==> config.mk <==
export PLATFORM = sky130hd
export DESIGN_NAME = pcm_sample_feeder
export DESIGN_NICKNAME = d
export VERILOG_FILES = /design/src/rtl/pcm_sample_feeder.sv
export SDC_FILE = /design/constraint.sdc
export NUM_CORES = 1
export LEC_CHECK = 0
export CORE_MARGIN = 2
export CORE_UTILIZATION = 37
export CTS_BUF_LIST = sky130_fd_sc_hd__clkbuf_4
export DETAILED_ROUTE_END_ITERATION = 16
export PLACE_DENSITY_LB_ADDON = 0.15
export SYNTH_ARGS = -nofsm -noshare
export SYNTH_HDL_FRONTEND = slang
export SYNTH_SLANG_ARGS = --single-unit
==> constraint.sdc <==
create_clock -name pclk -period 7.2 [get_ports pclk]
set_input_delay 1.44 -clock pclk [delete_from_list [all_inputs] [get_ports pclk]]
set_output_delay 1.44 -clock pclk [all_outputs]
set_load 0.05 [all_outputs]
==> src/rtl/pcm_sample_feeder.sv <==
// PCM sample feeder: stereo FIFO, prefill-gated FIR start, one pop per interpolation period.
// Optional HOLD_LAST_EN: on underrun keep the previous sample instead of outputting zero.
module pcm_sample_feeder #(
  parameter int DEPTH_LOG2     = 4,
  parameter int PREFILL        = 8,
  parameter int STOP_UNDERRUNS = 256
) (
  input  logic                  pclk,
  input  logic                  preset_n,
  input  logic                  enable,
  input  logic [1:0]            oversampling_x,
  input  logic                  in_valid,
  output logic                  in_ready,
  input  logic [31:0]           in_l,
  input  logic [31:0]           in_r,
  output logic                  start,
  output logic [31:0]           x_0,
  output logic [31:0]           x_1,
  output logic                  underrun,
  output logic [DEPTH_LOG2:0]   level
);

  localparam int DEPTH = 1 << DEPTH_LOG2;
  localparam int LVL_W = DEPTH_LOG2 + 1;
  localparam int UC_W  = $clog2(STOP_UNDERRUNS + 1);

  typedef enum logic [1:0] {
    ST_IDLE    = 2'd0,
    ST_PREFILL = 2'd1,
    ST_RUN     = 2'd2
  } state_e;

  state_e                state_q, state_d;
  logic [1:0]            osx_q, osx_d;
  logic [9:0]            cnt_q, cnt_d;
  logic [UC_W-1:0]       ucnt_q, ucnt_d;
  logic                  start_q, start_d;
  logic [31:0]           x0_q, x0_d;
  logic [31:0]           x1_q, x1_d;
  logic                  und_q, und_d;
  logic [LVL_W-1:0]      lvl_q, lvl_d;
  logic [DEPTH_LOG2-1:0] rd_ptr_q, rd_ptr_d;
  logic [DEPTH_LOG2-1:0] wr_ptr_q, wr_ptr_d;
  logic                  rdy_q, rdy_d;

  logic                  push_s;
  logic                  pop_s;
  logic                  flush_s;
  logic [63:0]           head_s;
  logic [10:0]           period_s;
  logic [9:0]            period_last_s;

  logic [63:0]           mem_q [DEPTH];

  assign head_s        = mem_q[rd_ptr_q];
  assign period_s      = 11'd128 << osx_q;
  assign period_last_s = 10'(period_s - 11'd1);

  // Next-state logic for the sequencer, FIFO bookkeeping and output registers.
  always_comb begin
    state_d  = state_q;
    osx_d    = osx_q;
    cnt_d    = cnt_q;
    ucnt_d   = ucnt_q;
    start_d  = start_q;
    x0_d     = x0_q;
    x1_d     = x1_q;
    und_d    = und_q;
    push_s   = in_valid && rdy_q;
    pop_s    = 1'b0;
    flush_s  = 1'b0;

    if (!enable) begin
      state_d = ST_IDLE;
      start_d = 1'b0;
      x0_d    = 32'd0;
      x1_d    = 32'd0;
      cnt_d   = 10'd0;
      flush_s = 1'b1;
    end else begin
      case (state_q)
        ST_IDLE: begin
          flush_s = 1'b1;
          start_d = 1'b0;
          x0_d    = 32'd0;
          x1_d    = 32'd0;
          cnt_d   = 10'd0;
          und_d   = 1'b0;
          ucnt_d  = '0;
          state_d = ST_PREFILL;
          osx_d   = oversampling_x;
        end
        ST_PREFILL: begin
          cnt_d = 10'd0;
          if (lvl_q >= LVL_W'(PREFILL)) begin
            pop_s   = 1'b1;
            x0_d    = head_s[63:32];
            x1_d    = head_s[31:0];
            start_d = 1'b1;
            state_d = ST_RUN;
          end else begin
            start_d = 1'b0;
          end
        end
        ST_RUN: begin
          if (ucnt_q >= UC_W'(STOP_UNDERRUNS)) begin
            state_d = ST_IDLE;
            start_d = 1'b0;
            x0_d    = 32'd0;
            x1_d    = 32'd0;
            cnt_d   = 10'd0;
            flush_s = 1'b1;
          end else if (cnt_q == period_last_s) begin
            // Pop on the edge after the load slot so x is stable while the FIR samples it.
            cnt_d = 10'd0;
            if (lvl_q != LVL_W'(0)) begin
              pop_s  = 1'b1;
              x0_d   = head_s[63:32];
              x1_d   = head_s[31:0];
              ucnt_d = '0;
            end else begin
              und_d  = 1'b1;
              ucnt_d = ucnt_q + UC_W'(1);
`ifdef HOLD_LAST_EN
              x0_d   = x0_q;
              x1_d   = x1_q;
`else
              x0_d   = 32'd0;
              x1_d   = 32'd0;
`endif
            end
          end else begin
            cnt_d = cnt_q + 10'd1;
          end
        end
        default: begin
          state_d = ST_IDLE;
          start_d = 1'b0;
          x0_d    = 32'd0;
          x1_d    = 32'd0;
          cnt_d   = 10'd0;
          flush_s = 1'b1;
        end
      endcase
    end

    if (flush_s) begin
      wr_ptr_d = '0;
      rd_ptr_d = '0;
      lvl_d    = '0;
    end else begin
      wr_ptr_d = wr_ptr_q + DEPTH_LOG2'(push_s);
      rd_ptr_d = rd_ptr_q + DEPTH_LOG2'(pop_s);
      lvl_d    = lvl_q + LVL_W'(push_s) - LVL_W'(pop_s);
    end

    rdy_d = enable && (state_d != ST_IDLE) && (lvl_d < LVL_W'(DEPTH));
  end

  // State and output registers.
  always_ff @(posedge pclk or negedge preset_n) begin
    if (!preset_n) begin
      state_q  <= ST_IDLE;
      osx_q    <= 2'd0;
      cnt_q    <= 10'd0;
      ucnt_q   <= '0;
      start_q  <= 1'b0;
      x0_q     <= 32'd0;
      x1_q     <= 32'd0;
      und_q    <= 1'b0;
      lvl_q    <= '0;
      rd_ptr_q <= '0;
      wr_ptr_q <= '0;
      rdy_q    <= 1'b0;
    end else begin
      state_q  <= state_d;
      osx_q    <= osx_d;
      cnt_q    <= cnt_d;
      ucnt_q   <= ucnt_d;
      start_q  <= start_d;
      x0_q     <= x0_d;
      x1_q     <= x1_d;
      und_q    <= und_d;
      lvl_q    <= lvl_d;
      rd_ptr_q <= rd_ptr_d;
      wr_ptr_q <= wr_ptr_d;
      rdy_q    <= rdy_d;
    end
  end

  // Sample storage; contents are only meaningful below the level count.
  always_ff @(posedge pclk) begin
    if (push_s && !flush_s) begin
      mem_q[wr_ptr_q] <= {in_l, in_r};
    end
  end

  assign in_ready = rdy_q;
  assign start    = start_q;
  assign x_0      = x0_q;
  assign x_1      = x1_q;
  assign underrun = und_q;
  assign level    = lvl_q;

endmodule
Yosys cells after proc, flatten, opt, wreduce, memory -nomap -nowiden. Memories as Yosys holds them, arrays and structs flattened. Cells that the tools add are included.

RAM bits: 1024. Word-level logic and storage cells: 91. Memory bits (read-only): 0. Flip-flop bits (word level): 103. Bits in latches: 0. Memories: 1.

Order comparisons: 3. Bitwise logic cells: 0. Multiplexer cells: 45. Div/mod/pow operators: 0. Shifts and indexed selects: 1. Add/sub/neg operators: 7. Reduce and logical (&&, ||, !) cells: 13. Equality and inequality tests: 9. Multiply operators: 0.

Memory list: mem_q (words 16, bits a word 64, read ports 1, clocked after Yosys merged registers in 0, write ports 1, line 53) `logic [63:0] mem_q [DEPTH];`.

Operators with widths (count): 32-bit two-way mux (10); 32-bit case mux with 2 select lines (2); 10-bit two-way mux (4); 9-bit two-way mux (3); 9-bit case mux with 2 select lines (1); 1-bit two-way mux (14); 10-bit by 1-bit adder with 10-bit output, second input constant (1); 10-bit equality test (1); 8-bit by 2-bit << shifter with 10-bit output, first input constant (1); 10-bit by 1-bit subtractor with 10-bit output, second input constant (1); 9-bit by 1-bit adder with 9-bit output, second input constant (1); 9-bit greater-or-equal comparator, second input constant (1); 4-bit by 1-bit adder with 4-bit output (2); 4-bit two-way mux (2); 1-bit case mux with 2 select lines (4); 2-bit two-way mux (3); 2-bit != test, second input constant (3); 3-bit != test, second input constant (2); 2-bit case mux with 3 select lines (1); 5-bit by 1-bit adder with 5-bit output (1); 5-bit by 4-bit greater-or-equal comparator with 1-bit output, second input constant (1); 5-bit < comparator, second input constant (1); 5-bit two-way mux (1); 5-bit AND reduction (1); other kinds (11) (16).

Logic depth before layout (Yosys ltp). Gate-level depths: netlist (run 1).

Depth in word-level cells: 11. Depth in mapped cells: 16.

Worst setup path before layout (run 1). No wires, ideal clock.

Path type: input-to-reg. From: in enable. To: mem mem_q[0][0] (enable). Data required time: 6.636 ns. Arrival: 6.685 ns. Library setup time: 0.564 ns. Path buffers: 1. Path slack: -0.050 ns. Stages on the path: 5. Path through: nand2_1 a21o_1 clkbuf_1 or4_1 nor3_1.

Cells in the longest elaborated chain, start to end: 5.

Ends and longest elaborated chain: from (decl) (line 10) `input logic enable,`; 1-bit two-way mux (line 73) `if (!enable) begin`; 1-bit logical NOT (line 193) `if (push_s && !flush_s) begin`; 1-bit logical AND (line 193); 1-bit two-way mux (line 193); 1-bit two-way mux (implied by the code) (line 194) `mem_q[wr_ptr_q] <= {in_l, in_r};`; to (decl) (line 53).

No other way between the ends.

Final worst setup path (run 1).
From: reg lvl_q[4], in the netlist level[4]. To: out level[4].

RTL lines: from (decl) (line 41) `logic [LVL_W-1:0] lvl_q, lvl_d;`; from (signal assigned) (line 184) `lvl_q <= lvl_d;`; to (decl) (line 20) `output logic [DEPTH_LOG2:0] level`.

No word-level cell between the ends.

==> impl_summary.md, run 1 <==
Place
The post-detailed-placement half-perimeter wirelength is 55.5 mm. The total cell area at the placement stage is 46300 µm². In this run the tool buffered the top-level ports with 141 buffer cells. Routability-driven placement finished with a final weighted congestion of approximately 0.74.

Global routing
The aggregate global routing overflow is 0. In the global route stage, met1 resource usage came out at 0.236. The via count of the first global-routing pass was 23300. The maximum number of pins on one net before global-route repair is 113.

The met3 demand-to-capacity share in global routing is 0.0466. The overall track demand over capacity in global routing is 0.173. The fraction of met2 tracks used by global routing is 0.271. The first global-routing pass estimated 152 mm of wire. The number of antenna violations at the first check in global routing is 8.

The most heavily used metal layer in global routing is met2.

Yosys
The complex-gate fraction of the synthesized area is 0.0377. Of the total synthesized cell area, the portion taken by XOR and XNOR cells is 0.00325. The count of mapped cells out of synthesis is 1946.

The post-synthesis cell area is roughly 43000 µm². The count of yosys warnings during synthesis is 0. Of the post-synthesis cell area, the part taken by muxes is 0.150.

The share of synthesized cell area in full adder, half adder and majority cells is 0.00598. The register area share after synthesis is 0.774. The post-synthesis area per instance is 22.1 µm². The number of flops mapped to enable cells by yosys is 1024. The simple-gate portion of the synthesized area is 0.0136.

Among all flip-flop cells after synthesis, the most frequent one is edfxtp_1. The largest family of logic cells by synthesized area is multiplexers. The synthesized net count is slightly above 2000. The number of unique standard cell types used by synthesis is 55. The synthesized design contains about 1100 register bits.

Of all flip-flops after synthesis, the portion carrying an async set or reset was 0.0914.

Die
The overall die width is 345 µm. The top-level port count is 142. The total area inside the core boundary comes to 116000 µm². The number of placement rows is 125. The die covers 119000 µm². The die is between 300 and 400 µm tall. The initial cell density of the core is 0.372.

STA
The top achievable clock speed is 257 MHz. Setup repair after global routing left no endpoint under its margin. The smallest hold slack is 0.332 ns. The final cycle utilization of the critical path is 0.541.

The tightest slew margin relative to the limit is 0.300. The number of setup violations in the final report is 0. The worst clock skew is between 0.09 and 0.1 ns.

After layout, the minimum clock period comes to approximately 3.9 ns. The slew at the pin with the worst max-slew slack is approximately 1.1 ns. Setup total negative slack on the finished layout was measured at 0 ns. The max-slew violation count was 0. The total count of hold-check failures in the final report is 0.

Finish
The multi-input gate area in the final layout is 9190 µm². From synthesis to final layout, the design area changed by 16.6%. Leaving out fill and tap cells, the most frequent cells in the layout are 1024 x edfxtp_1, 462 x clkbuf_4, 256 x mux4_2, 140 x clkdlybuf4s50_1, 99 x dfrtp_1. The cell area after layout is 50200 µm². The layout has 10100 filler cells. At the end of the flow, the number of nets in the layout was 2428.

The share of final-layout standard cells stronger than drive strength 1 is 0.319. The register area is about 33000 µm². Leaving out fill and tap cells, the most frequent cell in the layout is edfxtp_1.

Clock tree
The clock latency reported for the late side of the worst-skew pair is 1.16 ns. The H-tree was split into 5 levels. No sink is reached through more buffers than the 4 on the longest clock path.

The post-CTS resize count is 0. TritonCTS built the clock tree. The clock transition at the registers of the reported paths is 0.07 ns. The hold buffer count at cts is 0. TritonCTS created approximately 320 clock buffers. The tree is rooted in a clkbuf_4. The total setup buffers inserted after CTS is 0.

The total clock sinks is around 1100.

Setup path
The worst setup path is of the reg -> out kind. The maximum fanout along the worst path is 4. The logic depth of the worst register-to-register path is 5. The critical path data arrival time is ~2.5 ns. The critical path depth is 1. For the worst setup path, the data required time is 5.76 ns. The highest-delay cell along the critical path is clkdlybuf4s50_1.

The signal on the critical path passes through clkdlybuf4s50_1. The type of element capturing the critical path is a primary output. STA classifies the critical path startpoint as a flop.

For this run, the slowest stage of the critical path takes roughly 0.87 ns. The cell type group with the largest total delay on the critical path is buffers and inverters. The number of buffer and inverter stages on the critical path is 1.

Detailed routing
The detailed-route wire length per cell is 24.9 µm. The count of unresolved DRC violations after routing is 0. The residual antenna-violating net count after detailed routing is 0. After detailed routing, the total wire length is 102 mm. The iteration-0 DRC count of the detailed router is 1504. Detailed routing inserted a total of between 20000 and 25000 vias.

The number of detailed-routing iterations run before antenna repair is 5. After detailed routing, the number of vias per cell comes to 5.20.

Power and ir drop
The total power density per cell area is around 260 nW/µm². The peak supply drop is 0.120 mV. The leakage power figure is 16.0 nW. The total power of the final layout is 0.0131 W.

Outcome
The flow ran to the end, and the final reports show no timing, DRC or antenna violations.

Run
The max-capacitance violation count is 0.

Min path
In this run the worst hold path is classified as in -> async.
[kinds of logic after synthesis]
logic type                 Yosys count
DFF                               1127
muxes                              324
AOI/OAI and AO/OA                  224
buffers and inverters              121
and+or+nand+nor                    114
adders and majority gates           20
xor gates and xnor gates            16
[layer usage]
layer  share of wire  vias up
li1                -     9175
met1            0.45    11300
met2            0.48      617
met3           0.057      129
met4           0.016        0
met5               0        -
[through the flow]
step	cells	utilization	worst slack [ns]
global route	4079	0.433	3.11
detailed placement	3544	0.400	2.21
CTS	4074	0.433	3.09
finish	4080	0.433	3.31
global placement	3544	0.400	2.21
floorplan	1946	-	0.122
[flip-flops by register name (all words and copies together) (netlist names)]
register  cells
mem_q      1024
x_0          32
x_1          32
cnt_q        10
ucnt_q        9
level         5
rd_ptr_q      4
wr_ptr_q      4
osx_q         2
state_q       2
in_ready      1
start         1
underrun      1
[Yosys cell counts (5+ instances only)]
cell type	number	area (µm²)
nand2_1	19	71.3
nand2b_1	7	43.8
a22o_1	64	561
xnor2_1	9	78.8
nand3_1	10	50.1
buf_4	15	113
a22oi_1	64	480
inv_1	15	56.3
buf_1	11	41.3
buf_2	22	110
edfxtp_1	1024	30700
dfrtp_1	103	2580
and3_1	7	43.8
o21ai_1	64	320
mux4_2	256	5770
mux2i_1	66	661
xor2_1	7	61.3
a21oi_1	8	40.0
ha_1	19	238
nor3_1	6	30.0
o2bb2ai_1	5	43.8
nor2_1	36	135
clkbuf_1	38	143
and2_1	9	56.3
buf_6	20	225
[final timing paths]
path | endpoint | slack, ns | start
max | level[4] | 3.31 | level[4]
min | wr_ptr_q[0] | 0.33 | preset_n
max reg2reg | x_1[29] | 3.78 | rd_ptr_q[1]
min reg2reg | cnt_q[0] | 0.48 | cnt_q[0]
max in group asynchronous | x_0[20] | 5.68 | preset_n
min in group pclk | cnt_q[0] | 0.48 | cnt_q[0]
[final cells by class]
| cell class | instances | area share |
|---|---|---|
| Clock buffer | 462 | 0.0691 |
| Sequential cell | 1127 | 0.664 |
| Multi-Input combinational cell | 698 | 0.183 |
| Clock inverter | 68 | 0.00847 |
| Timing Repair Buffer | 180 | 0.0362 |
| Inverter | 15 | 0.00112 |
| Antenna cell | 6 | 0.000299 |
| Tap cell | 1524 | 0.0380 |
[power breakdown]
part           switching, W  total [W]  internal, W
logic              0.000195   0.000267    0.0000719
clock network       0.00254    0.00567      0.00313
registers         0.0000113    0.00717      0.00716
Note: power is estimated with default switching activity, not from simulation.
==> inputs of run 2 (changes only) <==
- clock period: 7.2 -> 3.3 ns (I/O delays scaled with it)
==> run 2 against run 1 <==
  * Sequential share of layout area shrank 1.1 points
  * Combinational power grew 120%
  * Non-clock buffer count up 50
  * Critical path type is now reg -> reg
  * Largest power group unchanged
  * Highest routed layer is now met5
==> impl_summary.md, run 2 (synthesized netlist as in run 1, its figures left out) <==
Die
The number of placement rows was 125 (unchanged). The vertical die dimension came to 345 µm (unchanged). The area of the core was 116000 µm² (unchanged). The overall die width is 345 µm (unchanged). The initial cell density of the core is 0.372 (unchanged). The die outline area is 119000 µm² (unchanged). The top-level port count came to 142 (unchanged).

Clock tree
The maximum number of buffers from clock root to sink is 4 (unchanged). The total clock sinks is 1127 (unchanged). The total setup buffers inserted after CTS is 0 (unchanged). The clock transition at the registers of the reported paths is 0.06 ns (about the same). The clock latency reported for the late side of the worst-skew pair is 1.12 ns (-0.04 ns).

The number of buffers inserted during clock tree synthesis came to 315 (-0.32%). The number of levels the H-tree was split into is 5 (unchanged). The tree is rooted in a clkbuf_4. The clock tree from TritonCTS is built.

Setup path
The highest cell delay on the worst timing path is 0.44 ns (-0.43 ns). The number of buffer and inverter stages on the critical path was 1 (unchanged). By instance count, the cell type seen most on the critical path is ha_1.

The type of element capturing the critical path is a flop. The slowest stage of the critical path is the fa_1 cell. Grouping stages by cell kind, the critical path spends the most delay in adder cells. The worst path required time is 4.24 ns (-1.52 ns). The critical path launch point type is a flop. The maximum fanout along the worst path came to 4 (unchanged). Walking the worst path, the cells encountered are ha_1 > and4_1 > nand3_2 > a31oi_1 > nand2_1 > a21oi_2 > ha_1 > inv_1 > ha_1 > fa_1 > a21oi_1 > nor2_1 > nor2_1 > xnor2_1 > o22a_1. The critical path data arrival time is 4.02 ns (+1.57 ns). The critical path in this run is classified as reg -> reg.

STA
The worst clock skew was 0.107 ns (+0.0141 ns). The final cycle utilization of the critical path is 0.936. The final critical delay including setup and external delays is 3.09 ns. The smallest hold slack is 0.269 ns (-0.0627 ns). The max-slew violation count is 0 (unchanged). The number of setup violations in the final report is 0 (unchanged).

The tightest slew margin relative to the limit is 0.298 (-0.00209). The total count of hold-check failures in the final report is 0 (unchanged). The total negative slack is 0 ns (unchanged). The slew at the pin with the worst max-slew slack was 1.05 ns (+0.00313 ns).

Setup repair after global routing left no endpoint under its margin. For this run, the top clock speed supported by timing is 324 MHz.

Global routing
The via count of the first global-routing pass was 23600 (+1.2%). The overall track demand over capacity in global routing is 0.178 (+0.00524). The aggregate global routing overflow is 0 (unchanged). The first-pass GRT wire length was 156 mm (+2.6%).

The maximum number of pins on one net before global-route repair is 62 (-45%). The number of antenna violations at the first check in global routing is 8 (unchanged).

Outcome
The flow ran to the end, and the final reports show no timing, DRC or antenna violations.

Power and ir drop
The share of total power in combinational logic is 0.021 (about the same). The net switching power is 0.00606 W (+120%). The relative contribution of the clock network to total power is 0.432 (about the same). The internal power of the cells is 0.0225 W (+120%). The leakage power figure is 16.3 nW (+2.1%).

The total power density per cell area came to 559 nW/µm² (+110%). The fraction of power spent switching nets is 0.212 (+0.00234). The peak supply drop is 0.265 mV (+120%). The relative contribution of sequential cells to total power is 0.547 (about the same).

Finish
The share of final-layout standard cells stronger than drive strength 1 is 0.334 (+0.0152). The most flop-heavy register is mem_q. Compared with the post-synthesis result, the final layout area differs by 18.7%. The library cells used most frequently in the layout, excluding fill and tap cells, are 1024 x edfxtp_1, 465 x clkbuf_4, 256 x mux4_2, 140 x clkdlybuf4s50_1, 99 x dfrtp_1.

The library cell used most frequently in the layout, excluding fill and tap cells, is edfxtp_1. The flip-flop count of the largest register, all copies and words added is 1024 (unchanged). The number of nets in the finished design was 2477 (+2.0%).

Detailed routing
The residual antenna-violating net count after detailed routing came to 0 (unchanged). The post-detailed-routing wire length is 105 mm (+3.2%). The detailed-route wire length per cell is 25.4 µm (+2.0%). The count of unresolved DRC violations after routing is 0 (unchanged). The number of detailed-routing iterations run before antenna repair is 5 (unchanged). The iteration-0 DRC count of the detailed router is 1540 (+2.4%). The vias after detailed routing is 21400 (+0.93%). The detailed-route vias per instance is 5.18 (-0.29%).

Min path
The path class of the tightest hold or removal check is in -> reg.

Place
The weighted congestion at the end of routability-driven global placement was 0.728 (-1.9%). The number of input and output port buffers inserted is 141 (unchanged). The post-detailed-placement half-perimeter wirelength is 59.2 mm (+6.6%).

Run
The max-capacitance violation count is 0 (unchanged).
-- run 2: cell types whose count changed in the layout (fill, tap and decap cells not counted), moves of 3 or more --
cell	previous run	this run
clkbuf_4	462	465
buf_12	9	47
dlygate4sd3_1	0	3
buf_4	30	38
nor3_4	1	4
nor3_2	4	1
-- run 2: stage by stage --
| step | std cells | util | cell area, µm² | worst slack (ns) | power [W] |
|---|---|---|---|---|---|
| 6_report | 4130 | 0.441 | 51100 | 0.212 | 0.0286 |
| 5_1_grt | 4128 | 0.441 | 51100 | 0.00650 | 0.0299 |
| 4_1_cts | 4126 | 0.441 | 51100 | 0.0831 | 0.0291 |
| 3_5_place_dp | 3590 | 0.407 | 47200 | 0.183 | 0.0165 |
| 3_3_place_gp | 3590 | 0.407 | 47200 | 0.123 | 0.0165 |
| 2_1_floorplan | 1946 | - | 43200 | -0.356 | 0.0161 |
-- run 2: repair_timing --
item / CTS / global route
resized for setup: 0 / 1
endpoints found under the setup margin: 0 / 2
hold endpoints to repair: 104 / 0
hold buffers: 4 / 0
-- run 2: cell type report --
class / instances / area [µm²]
fillers: 10000 / 64800
flip-flops and latches: 1127 / 33300
multi-input cells: 698 / 9230
clock buffers: 465 / 3490
repair buffers: 230 / 2700
well taps: 1524 / 1910
clock inverters: 67 / 378
inverters: 15 / 56.3
diodes: 4 / 10.0
-- run 2: path summary, 6_finish.rpt --
check / to / startpoint / cells past startpoint / slack [ns]
max: in_ready / cnt_q[0] / 15 / 0.21
min: osx_q[0] / oversampling_x[0] / 2 / 0.27
max reg2reg: in_ready / cnt_q[0] / 15 / 0.21
min reg2reg: x_0[2] / x_0[2] / 1 / 0.50
max in group asynchronous: x_0[19] / preset_n / 4 / 1.98
min in group asynchronous: x_0[25] / preset_n / 3 / 0.61
-- run 2: power by group through the flow --
stage / logic, W / registers (W) / clock network [W]
2_1_floorplan: 0.000109 / 0.0160 / 0
3_3_place_gp: 0.000579 / 0.0159 / 0
3_5_place_dp: 0.000600 / 0.0159 / 0
4_1_cts: 0.000612 / 0.0156 / 0.0128
5_1_grt: 0.000649 / 0.0156 / 0.0136
6_report: 0.000598 / 0.0156 / 0.0123
-- run 2: per-layer routing --
layer | wire length, µm | part of all wire | global-route usage
met1 | 45500 | 0.43 | 0.236
met5 | 44 | 0.00042 | 0
met3 | 5660 | 0.054 | 0.0442
met2 | 52200 | 0.50 | 0.289
met4 | 1390 | 0.013 | 0.0567
